===== config.mk =====
export PLATFORM = sky130hd
export DESIGN_NAME = pixel_writer
export DESIGN_NICKNAME = d
export VERILOG_FILES = /design/src/rtl/pixel_writer.sv
export SDC_FILE = /design/constraint.sdc
export NUM_CORES = 1
export LEC_CHECK = 0
export CORE_ASPECT_RATIO = 1.4
export CORE_UTILIZATION = 50
export DETAILED_ROUTE_END_ITERATION = 10
export MAX_ROUTING_LAYER = met4
export PLACE_DENSITY_LB_ADDON = 0.25
export SLEW_MARGIN = 20
export SYNTH_ARGS = -nofsm -noshare
export SYNTH_HDL_FRONTEND = slang
export SYNTH_SLANG_ARGS = --single-unit

===== constraint.sdc =====
create_clock -name clock -period 5.2 [get_ports clock]
set_clock_uncertainty 0.2 [all_clocks]
set_input_delay 1.56 -clock clock [delete_from_list [all_inputs] [get_ports clock]]
set_output_delay 1.56 -clock clock [all_outputs]
set_load 0.03 [all_outputs]

===== src/rtl/pixel_writer.sv =====
// Pixel writer: buffers sprite pixels, clips them to the visible frame and turns them into framebuffer writes.
// It also performs whole-frame clears after the pixels already queued have been written.
module pixel_writer #(
  parameter int WIDTH      = 160,
  parameter int HEIGHT     = 120,
  parameter int FIFO_DEPTH = 4
) (
  input  logic        clock,
  input  logic        reset,
  input  logic [7:0]  x,
  input  logic [6:0]  y,
  input  logic [7:0]  color,
  input  logic        plot,
  output logic        ready,
  input  logic        clear_req,
  input  logic [7:0]  clear_color,
  output logic [14:0] mem_addr,
  output logic [7:0]  mem_data,
  output logic        mem_we,
  output logic        busy,
  output logic        done_clear,
  output logic [7:0]  drop_count
);

  localparam int            AW        = $clog2(FIFO_DEPTH);
  localparam logic [8:0]    W_LIM     = 9'(WIDTH);
  localparam logic [7:0]    H_LIM     = 8'(HEIGHT);
  localparam logic [14:0]   W15       = 15'(WIDTH);
  localparam logic [14:0]   LAST_ADDR = 15'(WIDTH * HEIGHT - 1);
  localparam logic [AW:0]   PTR_ONE   = (AW + 1)'(1);

  typedef enum logic [1:0] {ST_RUN, ST_DRAIN, ST_CLEAR, ST_DONE} state_t;

  state_t        state_q, state_d;
  logic [AW:0]   wr_ptr_q, wr_ptr_d, rd_ptr_q, rd_ptr_d;
  logic [22:0]   fifo_mem_q [FIFO_DEPTH];
  logic [14:0]   clr_addr_q, clr_addr_d;
  logic [7:0]    clr_color_q, clr_color_d;
  logic [14:0]   mem_addr_q, mem_addr_d;
  logic [7:0]    mem_data_q, mem_data_d;
  logic          mem_we_q, mem_we_d;
  logic          done_clear_q, done_clear_d;
  logic [7:0]    drop_q, drop_d;

  logic          empty_s, full_s, accept_s, in_range_s, push_s, pop_s;
  logic [22:0]   head_s;
  logic [14:0]   head_addr_s;

  assign empty_s    = (wr_ptr_q == rd_ptr_q);
  assign full_s     = (wr_ptr_q[AW] != rd_ptr_q[AW]) && (wr_ptr_q[AW-1:0] == rd_ptr_q[AW-1:0]);
  assign ready      = (state_q == ST_RUN) && !full_s;
  assign busy       = (state_q != ST_RUN) || !empty_s;
  assign accept_s   = plot && ready;
  assign in_range_s = ({1'b0, x} < W_LIM) && ({1'b0, y} < H_LIM);
  assign push_s     = accept_s && in_range_s;
  // The FIFO is only ever non-empty in RUN or DRAIN, so popping there drains it completely.
  assign pop_s      = !empty_s && ((state_q == ST_RUN) || (state_q == ST_DRAIN));
  assign head_s     = fifo_mem_q[rd_ptr_q[AW-1:0]];
  assign head_addr_s = ({8'd0, head_s[14:8]} * W15) + {7'd0, head_s[22:15]};

  assign mem_addr   = mem_addr_q;
  assign mem_data   = mem_data_q;
  assign mem_we     = mem_we_q;
  assign done_clear = done_clear_q;
  assign drop_count = drop_q;

  // Pixel storage; entries are {x, y, color}.
  always_ff @(posedge clock) begin
    if (push_s) begin
      fifo_mem_q[wr_ptr_q[AW-1:0]] <= {x, y, color};
    end
  end

  // Next-state logic for the FSM, FIFO pointers, drop counter and write port.
  always_comb begin
    state_d      = state_q;
    wr_ptr_d     = wr_ptr_q;
    rd_ptr_d     = rd_ptr_q;
    clr_addr_d   = clr_addr_q;
    clr_color_d  = clr_color_q;
    mem_addr_d   = mem_addr_q;
    mem_data_d   = mem_data_q;
    mem_we_d     = 1'b0;
    done_clear_d = 1'b0;
    drop_d       = drop_q;

    if (accept_s && !in_range_s && (drop_q != 8'hFF)) begin
      drop_d = drop_q + 8'd1;
    end else begin
      drop_d = drop_q;
    end

    if (push_s) begin
      wr_ptr_d = wr_ptr_q + PTR_ONE;
    end else begin
      wr_ptr_d = wr_ptr_q;
    end

    if (pop_s) begin
      rd_ptr_d   = rd_ptr_q + PTR_ONE;
      mem_we_d   = 1'b1;
      mem_addr_d = head_addr_s;
      mem_data_d = head_s[7:0];
    end else begin
      rd_ptr_d   = rd_ptr_q;
    end

    case (state_q)
      ST_RUN: begin
        if (clear_req) begin
          clr_color_d = clear_color;
          state_d     = ST_DRAIN;
        end else begin
          state_d     = ST_RUN;
        end
      end
      // An empty FIFO here means the final pop was registered on the previous edge.
      ST_DRAIN: begin
        if (empty_s) begin
          clr_addr_d = 15'd0;
          state_d    = ST_CLEAR;
        end else begin
          state_d    = ST_DRAIN;
        end
      end
      ST_CLEAR: begin
        mem_we_d   = 1'b1;
        mem_addr_d = clr_addr_q;
        mem_data_d = clr_color_q;
        if (clr_addr_q == LAST_ADDR) begin
          done_clear_d = 1'b1;
          state_d      = ST_DONE;
        end else begin
          clr_addr_d   = clr_addr_q + 15'd1;
        end
      end
      ST_DONE: begin
        state_d = ST_RUN;
      end
      default: begin
        state_d = ST_RUN;
      end
    endcase
  end

  // State and registered-output update.
  always_ff @(posedge clock or negedge reset) begin
    if (!reset) begin
      state_q      <= ST_RUN;
      wr_ptr_q     <= '0;
      rd_ptr_q     <= '0;
      clr_addr_q   <= 15'd0;
      clr_color_q  <= 8'd0;
      mem_addr_q   <= 15'd0;
      mem_data_q   <= 8'd0;
      mem_we_q     <= 1'b0;
      done_clear_q <= 1'b0;
      drop_q       <= 8'd0;
    end else begin
      state_q      <= state_d;
      wr_ptr_q     <= wr_ptr_d;
      rd_ptr_q     <= rd_ptr_d;
      clr_addr_q   <= clr_addr_d;
      clr_color_q  <= clr_color_d;
      mem_addr_q   <= mem_addr_d;
      mem_data_q   <= mem_data_d;
      mem_we_q     <= mem_we_d;
      done_clear_q <= done_clear_d;
      drop_q       <= drop_d;
    end
  end

endmodule


==> impl_results.md <==
- Status: finished, final reports clean
- Fin area: around 0.0084 mm2
- Simple-gate share of the synthesized area: 8.22%
- EDFF count, synth: 92
- Global-route wire length before repair: between 20000 and 25000 um
- Synth Warn #: 0
- Die H: 141 um
- Required time of the critical path: 3.44 ns
- F_max: ~0.23 GHz
- Post-Route WL: roughly 14000 um
- CTS Buffer Depth: 2
- 1st-iter DRT viols: between 200 and 300
- Crit path kind: reg2out
- Final Hold Vio Count: 0
- Io pins: 70
- FFs w/ async S/R, synth: ~40%
- Most common cell after layout, fill and taps aside: edfxtp_1
- Initial antenna violation count: 0
- Die width: slightly above 100 um
- Post-Synth XOR/XNOR Area: 3.12%
- HPWL Detailed: between 9000 and 10000 um
- Total congestion overflow: 0
- DRT Pass-1 Iters: 4
- Cell Count, Final, Fillers Out: between 700 and 800
- Crit-path max FO: 12
- Clock power share: a little over a fifth
- Core outline area: ~0.013 mm2
- VDD IR max: roughly 0.33 mV
- Setup TNS: 0 ns
- Final nets: 627
- # clock sinks: 156
- CTS tree: yes
- Worst setup margin: about 0.87 ns
- Sw Share: roughly two fifths
- Synth Area in Compound Gates: between 7 and 8%
- Seq pwr share: a little under a third
- Root Driver: clkbuf_16
- Mapped Cells: about 490
- Main combinational cell family by area after synthesis: multiplexers
- Yosys top cell area share: between 30 and 40%
- Hold_buf cts: 0
- Worst-Skew Late Latency: approximately 0.42 ns
- DR WL/cell: between 15 and 20 um
- Prevailing post-synth register cell: edfxtp_1
- Post-CTS Setup Bufs: 0
- Synth cell types: between 40 and 50
- Mux cell area share after synthesis: roughly 12%
- Starting Density: 51.5%
- Most frequent cells in the layout: 92 x edfxtp_1, 68 x clkdlybuf4s50_1, 64 x dfrtp_1
- Final setup viols: 0
- Vias: ~4200
- Pins Over Slew Limit: 0
- Diode count: 0
- FP Rows: 50
- Synth Area in Adders: 4.73%
- Drc violations: 0
- Post-DRT Antenna Nets: 0
- Leakage: 3.23 nW
- CTS resizes: 0
- Crit path DAT: 2.57 ns
- Largest net degree at the start of global routing: between 40 and 50
- Power Density: a little under 700 mW/mm2
- Layout cells sized above 1: 14.1%
- Tot GR Track Use: 22.4%
- Area after DPL: 0.00784 mm2
- Worst hold path type: reg2reg
- Worst setup SP type: register
- Min cycle time layout: between 4 and 5 ns
- # port buffers: 69
- Vias in the first global route: approximately 4500
- Comb pwr share: between 40% and 50%
- DP Worst Slack: between 1 and 1.5 ns
- Cell taking the most area after synthesis: edfxtp_1
- Post-Syn Nets: 545
- Ranking of synthesized cells by area: edfxtp_1 40%, dfrtp_1 23%, mux4_2 7.5%
- Slew headroom: ~46%
- TritonCTS Buffers: 17
- Max-cap violation count: 0
- RSZ-0062 raised after global routing: false
- Tcrit/Tclk final: between 80% and 90%
- Die area: around 0.014 mm2
- Vias per cell: 5.56
- RePlAce Congestion: roughly 0.84
- Mapped Area: between 0.006 and 0.007 mm2
- Crit end category: output port
- Worst-path clk slew: approximately 0.06 ns
- Slew @ Worst Pin: just over 0.8 ns
- Area growth, synth to finish: 21.8%
- H-tree levels: 4
- P_int: about 3.5 mW
- DP Cell Count: around 730
- FF+latch count, synth: 156
- Register area share after synthesis: 63.0%
- Avg Inst Size Synth: about 14 um2
- Switching pwr: 2.20 mW
==> metal layers <==
metal | GRT usage (%) | wire, um | up-vias
met3 | 5.12 | 567 | 22
met5 | - | 0 | -
met4 | 7.70 | 227 | 0
met1 | 24.9 | 5500 | 2101
li1 | - | - | 1988
met2 | 39.3 | 7800 | 125
==> metrics by stage <==
stage	power [mW]	util (%)	hold slack [ns]
3_5_place_dp	4.55	58.3	0.269
4_1_cts	5.78	62.7	0.282
5_1_grt	6.15	62.7	0.316
2_1_floorplan	3.76	-	0.279
3_3_place_gp	4.46	58.3	0.262
6_report	5.73	62.7	0.277
==> cells in the mapped netlist (all sizes together) (2+ instances only) <==
cell type / count
edfxtp: 92
dfrtp: 64
nand2: 43
o21ai: 43
ha: 23
mux4: 23
mux2i: 17
xnor2: 16
inv: 15
a21oi: 13
nand3: 13
nor2: 13
clkbuf: 12
mux2: 10
and2: 8
nand4: 8
nor3: 8
o31ai: 7
xor2: 7
and3: 5
buf: 5
nor2b: 5
a21o: 4
a31oi: 4
a211oi: 3
nand2b: 3
fa: 2
nand3b: 2
o21a: 2
or3: 2
==> state kept, by name, summed over array words and instances (netlist names), 3 cells and up, named ones only <==
| signal | cells |
|---|---|
| mem_addr | 15 |
| clr_addr_q | 15 |
| mem_data | 8 |
| rd_ptr_q | 3 |
| fifo_mem_q | 92 |
| clr_color_q | 8 |
| drop_count | 8 |
| wr_ptr_q | 3 |
==> critical path, stage by stage (launching register included) <==
cell and delay [ns]:
dfrtp_1 0.72, xor2_2 0.22, or3_1 0.44, and2_1 0.18
clkdlybuf4s50_1 0.59
==> final cells by class <==
class,count,area [um2]
fill,1003,5010
sequential,156,4360
multi-input combinational,297,2430
timing repair buffer,80,771
clock buffer,19,443
tap,182,228
clock inverter,13,143
inverter,15,56.3
==> power by group through the flow <==
stage          clock, mW  combinational [mW]  sequential [mW]
4_1_cts             1.22                2.76             1.79
3_3_place_gp           0                2.66             1.80
2_1_floorplan          0                1.78             1.98
5_1_grt             1.27                3.06             1.82
6_report            1.21                2.73             1.79
3_5_place_dp           0                2.73             1.82
==> cells by family (layout without fill, tap and decap cells) <==
logic type,after synthesis,after routing
AND/OR/NAND/NOR,115,115
AO/OA/AOI/OAI,84,84
multiplexers,50,50
XOR/XNOR,23,23
adder cells (fa/ha/maj),25,25
flip-flops,156,156
buffers and inverters,32,127
==> worst paths after layout <==
kind / to / startpoint / slack (ns) / cells after the start
max: ready / rd_ptr_q[1]$_DFFE_PN0P_ / 0.87 / 4
min: mem_addr[9]$_DFFE_PN0P_ / mem_addr[9]$_DFFE_PN0P_ / 0.28 / 2
max reg2reg: mem_addr[13]$_DFFE_PN0P_ / rd_ptr_q[0]$_DFFE_PN0P_ / 1.55 / 12
min reg2reg: mem_addr[9]$_DFFE_PN0P_ / mem_addr[9]$_DFFE_PN0P_ / 0.28 / 2
max in group asynchronous: clr_color_q[6]$_DFFE_PN0P_ / reset / 3.16 / 2
min in group asynchronous: mem_addr[12]$_DFFE_PN0P_ / reset / 0.94 / 1
No activity file was read; power rests on OpenSTA's default activity.
